--- src/rtl/vga_timing_gen_if.sv ---
//------------------------------------------------------------------------------
// Module      : vga_timing_gen_if
// Description : Bundle of timing programming inputs, run enable and raster
//               outputs of the VGA timing generator. The generator uses the
//               master modport. Whatever programs and consumes it uses slave.
// Revision    : 1.0 - initial release
//------------------------------------------------------------------------------
`default_nettype none

interface vga_timing_gen_if #(
    parameter int CW = 12
);
    logic          EN;
    logic [CW-1:0] H_SYNC_END;
    logic [CW-1:0] H_ACT_START;
    logic [CW-1:0] H_ACT_END;
    logic [CW-1:0] H_TOTAL;
    logic [CW-1:0] V_SYNC_END;
    logic [CW-1:0] V_ACT_START;
    logic [CW-1:0] V_ACT_END;
    logic [CW-1:0] V_TOTAL;
    logic          HSYNC;
    logic          VSYNC;
    logic          DE;
    logic [CW-1:0] X;
    logic [CW-1:0] Y;
    logic          PIX_TICK;
    logic          LINE_START;
    logic          FRAME_START;

    modport master (
        input  EN, H_SYNC_END, H_ACT_START, H_ACT_END, H_TOTAL,
               V_SYNC_END, V_ACT_START, V_ACT_END, V_TOTAL,
        output HSYNC, VSYNC, DE, X, Y, PIX_TICK, LINE_START, FRAME_START
    );

    modport slave (
        output EN, H_SYNC_END, H_ACT_START, H_ACT_END, H_TOTAL,
               V_SYNC_END, V_ACT_START, V_ACT_END, V_TOTAL,
        input  HSYNC, VSYNC, DE, X, Y, PIX_TICK, LINE_START, FRAME_START
    );
endinterface

`default_nettype wire

--- src/rtl/vga_timing_gen.sv ---
//------------------------------------------------------------------------------
// Module      : vga_timing_gen
// Description : Runtime-programmable VGA raster timing generator. A prescaler
//               derives the pixel tick from CLK. H/V counters are decoded into
//               sync, data enable, active-area coordinates and line/frame
//               strobes. All outputs are registered one CLK after the counters.
//               Optional macro VGA_SHADOW_EN: the timing inputs are latched
//               per frame so that mid-frame changes cannot tear a frame.
// Revision    : 1.0 - initial release
//------------------------------------------------------------------------------
`default_nettype none

module vga_timing_gen #(
    parameter int CW     = 12,
    parameter int DIV    = 2,
    parameter bit HS_POL = 1'b0,
    parameter bit VS_POL = 1'b0
) (
    input  logic             CLK,
    input  logic             RST,
    vga_timing_gen_if.master bus
);

    localparam int            PW        = (DIV > 1) ? $clog2(DIV) : 1;
    localparam logic [PW-1:0] PCNT_LAST = PW'(DIV - 1);

    logic [PW-1:0] pcnt;
    logic [CW-1:0] hcnt;
    logic [CW-1:0] vcnt;

    logic [CW-1:0] h_sync_end, h_act_start, h_act_end, h_total;
    logic [CW-1:0] v_sync_end, v_act_start, v_act_end, v_total;

    logic tick;
    logic h_wrap;
    logic v_wrap;

    assign tick   = bus.EN && (pcnt == PCNT_LAST);
    // >= rather than == so that lowering a TOTAL below the live count wraps at once
    assign h_wrap = (hcnt >= h_total);
    assign v_wrap = (vcnt >= v_total);

`ifdef VGA_SHADOW_EN
    logic          shadow_valid;
    logic [CW-1:0] sh_h_sync_end, sh_h_act_start, sh_h_act_end, sh_h_total;
    logic [CW-1:0] sh_v_sync_end, sh_v_act_start, sh_v_act_end, sh_v_total;

    // Latch the timing set after reset release and then only on the frame-ending tick
    always_ff @(posedge CLK or negedge RST) begin
        if (!RST) begin
            shadow_valid   <= 1'b0;
            sh_h_sync_end  <= '0;
            sh_h_act_start <= '0;
            sh_h_act_end   <= '0;
            sh_h_total     <= '0;
            sh_v_sync_end  <= '0;
            sh_v_act_start <= '0;
            sh_v_act_end   <= '0;
            sh_v_total     <= '0;
        end else if (!shadow_valid || (tick && h_wrap && v_wrap)) begin
            shadow_valid   <= 1'b1;
            sh_h_sync_end  <= bus.H_SYNC_END;
            sh_h_act_start <= bus.H_ACT_START;
            sh_h_act_end   <= bus.H_ACT_END;
            sh_h_total     <= bus.H_TOTAL;
            sh_v_sync_end  <= bus.V_SYNC_END;
            sh_v_act_start <= bus.V_ACT_START;
            sh_v_act_end   <= bus.V_ACT_END;
            sh_v_total     <= bus.V_TOTAL;
        end
    end

    // On the very first CLK after reset the shadows are still zero. The
    // inputs being captured on that edge stand in for them so that this
    // edge does not see a zero-length line.
    assign h_sync_end  = shadow_valid ? sh_h_sync_end  : bus.H_SYNC_END;
    assign h_act_start = shadow_valid ? sh_h_act_start : bus.H_ACT_START;
    assign h_act_end   = shadow_valid ? sh_h_act_end   : bus.H_ACT_END;
    assign h_total     = shadow_valid ? sh_h_total     : bus.H_TOTAL;
    assign v_sync_end  = shadow_valid ? sh_v_sync_end  : bus.V_SYNC_END;
    assign v_act_start = shadow_valid ? sh_v_act_start : bus.V_ACT_START;
    assign v_act_end   = shadow_valid ? sh_v_act_end   : bus.V_ACT_END;
    assign v_total     = shadow_valid ? sh_v_total     : bus.V_TOTAL;
`else
    assign h_sync_end  = bus.H_SYNC_END;
    assign h_act_start = bus.H_ACT_START;
    assign h_act_end   = bus.H_ACT_END;
    assign h_total     = bus.H_TOTAL;
    assign v_sync_end  = bus.V_SYNC_END;
    assign v_act_start = bus.V_ACT_START;
    assign v_act_end   = bus.V_ACT_END;
    assign v_total     = bus.V_TOTAL;
`endif

    // Decode of the current counter state. An empty range never matches.
    logic          hs_act, vs_act, h_de, v_de, de;
    logic [CW-1:0] x_nxt, y_nxt;

    assign hs_act = (hcnt < h_sync_end);
    assign vs_act = (vcnt < v_sync_end);
    assign h_de   = (hcnt >= h_act_start) && (hcnt < h_act_end);
    assign v_de   = (vcnt >= v_act_start) && (vcnt < v_act_end);
    assign de     = h_de && v_de;
    assign x_nxt  = de ? (hcnt - h_act_start) : '0;
    assign y_nxt  = de ? (vcnt - v_act_start) : '0;

    // Registered outputs
    logic          hsync_q, vsync_q, de_q, pix_tick_q, line_start_q, frame_start_q;
    logic [CW-1:0] x_q, y_q;
    // A wrap seen on a tick is reported on the next output cycle, which shows hcnt==0
    logic          line_pend, frame_pend;

    // Prescaler, raster counters and output registers, all frozen when EN is low
    always_ff @(posedge CLK or negedge RST) begin
        if (!RST) begin
            pcnt          <= '0;
            hcnt          <= '0;
            vcnt          <= '0;
            line_pend     <= 1'b0;
            frame_pend    <= 1'b0;
            hsync_q       <= ~HS_POL;
            vsync_q       <= ~VS_POL;
            de_q          <= 1'b0;
            x_q           <= '0;
            y_q           <= '0;
            pix_tick_q    <= 1'b0;
            line_start_q  <= 1'b0;
            frame_start_q <= 1'b0;
        end else if (bus.EN) begin
            pcnt <= tick ? '0 : pcnt + PW'(1);
            if (tick) begin
                if (h_wrap) begin
                    hcnt <= '0;
                    vcnt <= v_wrap ? '0 : vcnt + CW'(1);
                end else begin
                    hcnt <= hcnt + CW'(1);
                end
            end
            line_pend     <= tick && h_wrap;
            frame_pend    <= tick && h_wrap && v_wrap;
            hsync_q       <= hs_act ? HS_POL : ~HS_POL;
            vsync_q       <= vs_act ? VS_POL : ~VS_POL;
            de_q          <= de;
            x_q           <= x_nxt;
            y_q           <= y_nxt;
            pix_tick_q    <= tick;
            line_start_q  <= line_pend;
            frame_start_q <= frame_pend;
        end else begin
            pix_tick_q    <= 1'b0;
            line_start_q  <= 1'b0;
            frame_start_q <= 1'b0;
        end
    end

    assign bus.HSYNC       = hsync_q;
    assign bus.VSYNC       = vsync_q;
    assign bus.DE          = de_q;
    assign bus.X           = x_q;
    assign bus.Y           = y_q;
    assign bus.PIX_TICK    = pix_tick_q;
    assign bus.LINE_START  = line_start_q;
    assign bus.FRAME_START = frame_start_q;

endmodule

`default_nettype wire

--- src/flat_wrapper.sv ---
// flat-port wrapper written by rule: the top's interface ports become plain ports
module vga_timing_gen_flat 
#(
    parameter int CW     = 12,
    parameter int DIV    = 2,
    parameter bit HS_POL = 1'b0,
    parameter bit VS_POL = 1'b0
)
  (CLK, RST, bus_EN, bus_H_SYNC_END, bus_H_ACT_START, bus_H_ACT_END, bus_H_TOTAL, bus_V_SYNC_END, bus_V_ACT_START, bus_V_ACT_END, bus_V_TOTAL, bus_HSYNC, bus_VSYNC, bus_DE, bus_X, bus_Y, bus_PIX_TICK, bus_LINE_START, bus_FRAME_START);
  vga_timing_gen_if #(.CW(CW)) bus_i ();
  input  logic CLK;
  input  logic RST;
  input wire logic [$bits(bus_i.EN)-1:0] bus_EN;
  input wire logic [$bits(bus_i.H_SYNC_END)-1:0] bus_H_SYNC_END;
  input wire logic [$bits(bus_i.H_ACT_START)-1:0] bus_H_ACT_START;
  input wire logic [$bits(bus_i.H_ACT_END)-1:0] bus_H_ACT_END;
  input wire logic [$bits(bus_i.H_TOTAL)-1:0] bus_H_TOTAL;
  input wire logic [$bits(bus_i.V_SYNC_END)-1:0] bus_V_SYNC_END;
  input wire logic [$bits(bus_i.V_ACT_START)-1:0] bus_V_ACT_START;
  input wire logic [$bits(bus_i.V_ACT_END)-1:0] bus_V_ACT_END;
  input wire logic [$bits(bus_i.V_TOTAL)-1:0] bus_V_TOTAL;
  output wire logic [$bits(bus_i.HSYNC)-1:0] bus_HSYNC;
  output wire logic [$bits(bus_i.VSYNC)-1:0] bus_VSYNC;
  output wire logic [$bits(bus_i.DE)-1:0] bus_DE;
  output wire logic [$bits(bus_i.X)-1:0] bus_X;
  output wire logic [$bits(bus_i.Y)-1:0] bus_Y;
  output wire logic [$bits(bus_i.PIX_TICK)-1:0] bus_PIX_TICK;
  output wire logic [$bits(bus_i.LINE_START)-1:0] bus_LINE_START;
  output wire logic [$bits(bus_i.FRAME_START)-1:0] bus_FRAME_START;
  assign bus_i.EN = bus_EN;
  assign bus_i.H_SYNC_END = bus_H_SYNC_END;
  assign bus_i.H_ACT_START = bus_H_ACT_START;
  assign bus_i.H_ACT_END = bus_H_ACT_END;
  assign bus_i.H_TOTAL = bus_H_TOTAL;
  assign bus_i.V_SYNC_END = bus_V_SYNC_END;
  assign bus_i.V_ACT_START = bus_V_ACT_START;
  assign bus_i.V_ACT_END = bus_V_ACT_END;
  assign bus_i.V_TOTAL = bus_V_TOTAL;
  assign bus_HSYNC = bus_i.HSYNC;
  assign bus_VSYNC = bus_i.VSYNC;
  assign bus_DE = bus_i.DE;
  assign bus_X = bus_i.X;
  assign bus_Y = bus_i.Y;
  assign bus_PIX_TICK = bus_i.PIX_TICK;
  assign bus_LINE_START = bus_i.LINE_START;
  assign bus_FRAME_START = bus_i.FRAME_START;
  vga_timing_gen #(.CW(CW), .DIV(DIV), .HS_POL(HS_POL), .VS_POL(VS_POL)) u_core (.CLK(CLK), .RST(RST), .bus(bus_i));
endmodule
--- config.mk ---
export PLATFORM = sky130hd
export DESIGN_NAME = vga_timing_gen_flat
export DESIGN_NICKNAME = d
export VERILOG_FILES = /design/src/rtl/vga_timing_gen_if.sv /design/src/rtl/vga_timing_gen.sv /design/src/flat_wrapper.sv
export SDC_FILE = /design/constraint.sdc
export NUM_CORES = 1
export LEC_CHECK = 0
export ABC_AREA = 1
export CAP_MARGIN = 5
export CORE_MARGIN = 2
export CORE_UTILIZATION = 40
export CTS_CLUSTER_DIAMETER = 40
export DETAILED_ROUTE_END_ITERATION = 10
export PLACE_DENSITY_LB_ADDON = 0.2
export SYNTH_ARGS = -nofsm -noshare
export SYNTH_HDL_FRONTEND = slang
export SYNTH_SLANG_ARGS = --single-unit
--- constraint.sdc ---
create_clock -name CLK -period 2.7 [get_ports CLK]
set_input_delay 0.54 -clock CLK [delete_from_list [all_inputs] [get_ports CLK]]
set_output_delay 0.54 -clock CLK [all_outputs]
set_load 0.03 [all_outputs]
==> results.json <==
{
  "status": "finished, final reports clean",
  "worstMarginPinSlew_ns": 0.910,
  "die_y_um": 125,
  "synth_top_area_share_pct": 23.5,
  "clock_sinks": 57,
  "ir_worst_vdd_v": 0.000285,
  "viasPerCell": 4.79,
  "synth_top_area_cell": "dfrtp_1",
  "clk_pin_slew_ns": 0.06,
  "fillers": 1418,
  "worstPathCellList": "clkdlybuf4s50_1 > inv_1 > ha_1 > nand2_1 > nor2_1 > nand3_1 > nand4_1 > nand2_1 > nor2_4 > buf_12 > nand3_1 > nand2_1",
  "drt_wl_total_um": 15000,
  "route.vias.total": 5784,
  "finalInstanceArea_um2": 7770,
  "track_usage_pct": 19.8,
  "cp.arrival_ns": 2.53,
  "drtIter0Drc": 282,
  "slew_violations": 0,
  "multiInputGateArea_um2": 3730,
  "wl_per_cell_um": 12.5,
  "die_width_um": 125,
  "cts_setup_buffers": 0,
  "insertion_delay_ns": 0.32,
  "htree_levels": 3,
  "synth_edf_count": 0,
  "slowest_stage": "clkdlybuf4s50_1",
  "slowest_delay_ns": 0.46,
  "port_buffers": 128,
  "finalSetupViolCount": 0,
  "postLayoutCoreUtil_pct": 53.9,
  "antenna_left": 0,
  "fmax_mhz": 439,
  "grt_pass1_wl_um": 25800,
  "core_area_um2": 14400,
  "hold_buffers": 0,
  "cap_viol_max_count": 0,
  "synth_cells": 875,
  "placed_area_um2": 7450,
  "maxSlewHeadroom_pct": 39.3,
  "finClkSkew_ns": 0.00720,
  "hp-class": "in -> async",
  "tns_ns": 0,
  "p_total_mw": 3.54,
  "ys_async_sr_fraction_pct": 100,
  "p_int_mw": 2.29,
  "die_area_um2": 15600,
  "layout.nets": 1214,
  "ys_warn_count": 0,
  "pwr-share-comb_pct": 36.2,
  "drive_above_1_share_pct": 5.37,
  "p_switching_mw": 1.25,
  "gp_congestion": 0.899,
  "cts.path.max_buffers": 2,
  "worstPathMaxFanout": 25,
  "synth.area.top_cells": "dfrtp_1 23%, ha_1 20%, nand2_1 17%, inv_1 10%, nor2_1 5.3%",
  "hold_viol_final": 0,
  "antenna_found_initial": 0,
  "switching_share_pct": 35.4,
  "avgSynthCellArea_um2": 6.70,
  "sequentialPowerShare_pct": 28.9,
  "first_pass_iters": 5,
  "drcViolationCount": 0,
  "path_class": "in -> reg",
  "clock_power_share_pct": 34.9,
  "cts.repair.resized": 0,
  "p_leak_nw": 4.38,
  "final.period_utilization_pct": 84.4,
  "power.density_nw_per_um2": 455,
  "crit_path_end_kind": "flip-flop",
  "core.rowCount": 44,
  "cp_common_cell": "nand2_1",
  "synth-seq-cells": 57,
  "hpwl_um": 12000,
  "netlist_area_um2": 5860,
  "critical_path_required_ns": 2.95,
  "rsz0062_at_grt": "false",
  "diodes": 0,
  "seq_area_um2": 1430,
  "critPathLaunchType": "primary input",
  "grt_overflow_total": 0,
  "period_needed_ns": 2.28,
  "synthDistinctLibCells": 38,
  "start_util_pct": 40.6,
  "synth.net_count": 1070,
  "cts_made_buffers": 9,
  "pin_count": 129,
  "ys_seq_area_share_pct": 24.4,
  "synth_ff_type": "dfrtp_1",
  "grt_pass1_vias": 5597,
  "cts_tree": "yes",
  "grt_max_degree": 31,
  "syn_to_final_growth_pct": 32.7,
  "cts_root_buf": "clkbuf_16"
}
-- sequential cells by signal, summed over array words and instances (netlist names) --
name	cells
u_core.hcnt	12
u_core.bus.FRAME_START	1
u_core.vcnt	12
u_core.line_pend	1
u_core.bus.X	12
u_core.bus.Y	12
u_core.pcnt	1
u_core.frame_pend	1
u_core.bus.LINE_START	1
u_core.bus.VSYNC	1
u_core.bus.PIX_TICK	1
u_core.bus.HSYNC	1
u_core.bus.DE	1
-- worst max-delay path, delay by kind of cell --
kind,cells,cell delay (ns)
buf+inv,3,0.67
simple gates,8,0.95
fa+ha+maj,1,0.36
-- layer usage --
layer,vias up,wire (µm),global-route usage [%]
li1,3040,-,-
met1,2570,7060,26.9
met2,158,6910,33.6
met3,16,878,3.08
met4,0,193,4.05
met5,-,0,0
-- cells in the final DEF, fill, tap and decap left out, types with 2 or more instances in the layout --
master / count
nor3_1: 5
xor2_1: 18
nor2_2: 2
clkinv_4: 2
dfstp_2: 2
buf_12: 3
nand3_1: 51
clkinvlp_4: 2
ha_1: 94
nand2_1: 270
nand3_2: 4
o21ai_0: 19
clkdlybuf4s50_1: 127
inv_1: 160
inv_2: 2
o31ai_1: 2
dfrtp_1: 55
a21oi_1: 48
fa_1: 2
nand2_2: 2
nor2_1: 82
a21o_1: 2
xnor2_1: 10
clkbuf_16: 9
nand4_1: 15
buf_4: 15
or2_2: 2
o21bai_1: 3
bufinv_16: 2
-- power by group through the flow --
stage,clock network (mW),registers [mW],logic (mW)
after global placement,0,1.04,1.26
after global routing,1.29,1.03,1.47
after floorplan,0,1.01,0.811
after CTS,1.26,1.03,1.29
after detailed placement,0,1.04,1.28
final,1.24,1.02,1.28
-- stage by stage --
step | instances | setup slack (ns) | hold WS (ns)
floorplan | 875 | 0.684 | 0.244
global placement | 1192 | 0.123 | 0.446
detailed placement | 1192 | 0.0781 | 0.452
CTS | 1208 | 0.428 | 0.265
global route | 1208 | 0.200 | 0.303
finish | 1208 | 0.420 | 0.251
-- worst paths after layout --
check	from	endpoint	slack [ns]	cells past startpoint
hold / removal	RST	u_core.bus.X[1]	0.25	1
hold reg to reg	u_core.frame_pend	u_core.bus.FRAME_START	0.46	2
min in group CLK	u_core.frame_pend	u_core.bus.FRAME_START	0.46	2
max in group asynchronous	RST	u_core.bus.VSYNC	1.79	2
setup reg to reg	u_core.vcnt[0]	u_core.bus.X[4]	0.46	15
setup / recovery	bus_H_ACT_START[9]	u_core.bus.X[4]	0.42	12
-- final cells by class --
| type | count | area share, % |
|---|---|---|
| Inverter | 162 | 7.82 |
| Tap cell | 184 | 2.96 |
| Clock buffer | 9 | 2.90 |
| Timing Repair Buffer | 146 | 18.6 |
| Sequential cell | 57 | 18.4 |
| Clock inverter | 7 | 1.34 |
| Multi-Input combinational cell | 643 | 48.0 |
-- Yosys cell counts (2+ instances only) --
cell type and instances:
a21o_1 2, a21oi_1 48, buf_2 2, buf_6 5
clkbuf_1 5, dfrtp_1 55, dfstp_2 2, fa_1 2
ha_1 94, inv_1 160, inv_2 2, nand2_1 270
nand2_2 2, nand3_1 51, nand3_2 4, nand4_1 15
nor2_1 82, nor2_2 2, nor3_1 5, o21ai_0 19
o21bai_1 3, o31ai_1 2, or2_2 2, xnor2_1 10
xor2_1 18
-- cells by family after synthesis --
logic type	synth area share [%]
AOI/OAI and AO/OA	7.54
xor gates and xnor gates	4.19
buffers and inverters	12.0
adders and majority gates	20.8
and+or+nand+nor	31.2
DFF	24.4
Power figures use the tool's default switching activity.
==> RTL change, RTL diff (same settings) <==
`VS_POL` is set to 1'b0 in 2 places; all go to 1'b1.
--- a/src/rtl/vga_timing_gen.sv
+++ b/src/rtl/vga_timing_gen.sv
@@ -15,5 +15,5 @@
     parameter int DIV    = 2,
     parameter bit HS_POL = 1'b0,
-    parameter bit VS_POL = 1'b0
+    parameter bit VS_POL = 1'b1
 ) (
     input  logic             CLK,
--- a/src/flat_wrapper.sv
+++ b/src/flat_wrapper.sv
@@ -5,5 +5,5 @@
     parameter int DIV    = 2,
     parameter bit HS_POL = 1'b0,
-    parameter bit VS_POL = 1'b0
+    parameter bit VS_POL = 1'b1
 )
   (CLK, RST, bus_EN, bus_H_SYNC_END, bus_H_ACT_START, bus_H_ACT_END, bus_H_TOTAL, bus_V_SYNC_END, bus_V_ACT_START, bus_V_ACT_END, bus_V_TOTAL, bus_HSYNC, bus_VSYNC, bus_DE, bus_X, bus_Y, bus_PIX_TICK, bus_LINE_START, bus_FRAME_START);
Formal check against the unedited RTL: not equivalent (a bounded check fails within 4 cycles, from zero or initial values and one cycle with RST low).
==> RTL change against the original RTL <==
Synthesized area grew 1.1%; sequential cell count is the same; routed wire length is essentially flat; clock power shrank 9.7%; utilization shrank 0.10 points; clock skew grew 0.0013 ns; sequential power grew 13%; cell area grew 0.19%; worst setup slack lost 0.011 ns; count of clock-buffer cells in the layout is the same; power grew 9.0%; highest routed layer unchanged.
==> RTL change: results (changes against the original RTL) <==
The flow ran to the end, and the final reports show no timing, DRC or antenna violations. By count the netlist is led by 256 x nand2_1, 154 x inv_1, 94 x ha_1. In this run the worst hold path is classified as primary input to asynchronous set/reset pin. Amount of wire on met2 after detailed routing: 7240 um (+4.8%). The maximum fanout along the worst path works out to 13 (-48%). The uppermost signal routing layer after detailed routing was met4. The multiplexer share of the synthesized area was 0 (unchanged). The logs give 0.241 (-0.00279) for the register area share after synthesis and 0.00854 ns (+0.00134 ns) for the maximum clock skew at final layout. The synthesized netlist net count came out at 1055 (-1.4%). The share of layout cells above drive strength 1 works out to 0.0694 (+0.0157).

For the number of antenna cells inserted, the log shows 0 (unchanged). Post-placement setup slack: 0.0556 ns (-0.0226 ns). The root buffer cell chosen for the clock tree is clkbuf_16.

The number of DRC markers after the initial detailed-route iteration was 274 (-2.8%); the pin slew with the least headroom to its limit was 0.616 ns (-0.293 ns). The placed instance count came out at 1176 (-1.3%). For the number of warnings printed during yosys synthesis, the log shows 0 (unchanged). The post-CTS resize count was 0 (unchanged). The total routing usage reported by global routing is 0.199 (+0.00109). The wire length of the first global-routing pass was 26000 um (+0.75%). In this run the critical register-to-register path is launched from u_core.vcnt[0].

The mean area per synthesized cell came out at 6.89 um^2 (+2.8%). The number of vias per cell is 4.70 (-1.8%), and the number of buffers added by the clock tree synthesis step is 9 (unchanged). The tools report the total wire length as 15000 um (about the same). The share of synthesized flip-flops with an asynchronous set or reset came out at 1.00 (unchanged). The worst register-to-register path has a setup slack of 0.47 ns. The xor/xnor share of the synthesized area is 0.0399 (-0.00192), and the maximum vdd ir drop is 0.386 mV (+35%). The clock-pin slew of the registers on the worst-case setup and hold paths came out at 0.06 ns (about the same). The insertion delay to the later sink of the worst-skew pair was 0.32 ns (about the same); the detailed-route wire length per cell was 12.6 um (+1.3%).

By area the synthesized netlist is led by dfrtp_1 24%, ha_1 20%, nand2_1 16%, inv_1 9.8%, nor2_1 4.5%. Endpoint kind of the worst setup timing path: a register. The fill cell instance count of the final layout was 1432 (+0.99%); the number of different library cells in the post-synthesis netlist was 37 (-2.6%). The area fraction in compound gates after synthesis came out at 0.0767 (+0.00132).

Predominant post-synthesis flop cell: dfrtp_1. Critical path startpoint: bus_H_ACT_START[0]. The number of buffers inserted by port buffering is 128 (unchanged), and the final estimated routing congestion in global placement is 0.899 (about the same). For the endpoint arrival time on the critical path, the log shows 2.50 ns (-0.03 ns).

The worst reg-to-reg path cell count was 15 (unchanged); the largest net degree at the start of global routing was 33 (+6.5%). The smallest setup slack after layout came out at 0.410 ns (-0.0106 ns). The number of antenna violations at the first check in global routing was 0 (unchanged); the synthesized-area fraction occupied by adder cells was 0.205 (-0.00219). HPWL after detailed placement: 11900 um (-1.2%). For the number of optimization iterations in the first detailed-route pass, the log shows 4 (-1).

The worst register-to-register path ends at u_core.bus.Y[11]. For the total met3 wirelength after detailed routing, the log shows 565 um (-36%). The via count of the first global-routing pass was 5584 (-0.23%); the length of routed wiring on met1 was 7060 um (about the same).

The tools report the static leakage as 4.33 nW (-1.1%).
## RTL change: critical path: stages
cell	delay, ns
clkdlybuf4s50_1	0.46
ha_1	0.16
inv_1	0.07
fa_1	0.43
nand3_1	0.11
nand3_1	0.11
nand3_1	0.09
nand4_1	0.09
nand2_2	0.13
nor2_8	0.06
buf_12	0.15
nand3_2	0.06
nand2_1	0.05
## RTL change: layout make-up
type,count,area [um^2],share of cell area
clock buffer,9,225,0.0289
clock inverter,7,71.3,0.00916
inverter,159,597,0.0766
multi-input combinational,632,3790,0.487
sequential,57,1430,0.183
tap,184,230,0.0296
timing repair buffer,144,1450,0.186
## RTL change: kinds of logic after synthesis
kind of cell	count (synthesis)
and+or+nand+nor	427
buffers and inverters	171
adders and majority gates	96
AOI/OAI and AO/OA	82
DFF	57
xor gates and xnor gates	27
## RTL change: power breakdown
| group | total [mW] | switching (mW) | leakage (nW) | internal, mW |
|---|---|---|---|---|
| clock | 1.12 | 0.412 | 0.137 | 0.711 |
| combinational | 1.59 | 0.907 | 3.42 | 0.682 |
| sequential | 1.15 | 0.213 | 0.772 | 0.934 |
| total | 3.86 | 1.53 | 4.33 | 2.33 |
## RTL change: worst min-delay path by stage
stage                                  from                     end  slack (ns)  depth (start not counted)
after CTS                               RST         u_core.bus.X[5]        0.24                          1
final                                   RST         u_core.bus.X[5]        0.22                          1
after global routing                    RST         u_core.bus.X[5]        0.27                          1
after detailed placement    u_core.bus.Y[7]         u_core.bus.Y[7]        0.47                          2
after global placement    u_core.frame_pend  u_core.bus.FRAME_START        0.46                          2
after floorplan                         RST           u_core.bus.DE        0.24                          0
## RTL change: per-layer routing
layer | up-vias | track usage
met2 | 102 | 0.358
met3 | 9 | 0.0314
met5 | - | 0
li1 | 3000 | -
met4 | 0 | 0.0431
met1 | 2496 | 0.253
## RTL change: through the flow
stage               utilization  cell area, um^2
CTS                       0.538             7790
global route              0.538             7790
floorplan                     -             5920
global placement          0.518             7490
finish                    0.538             7790
detailed placement        0.518             7490
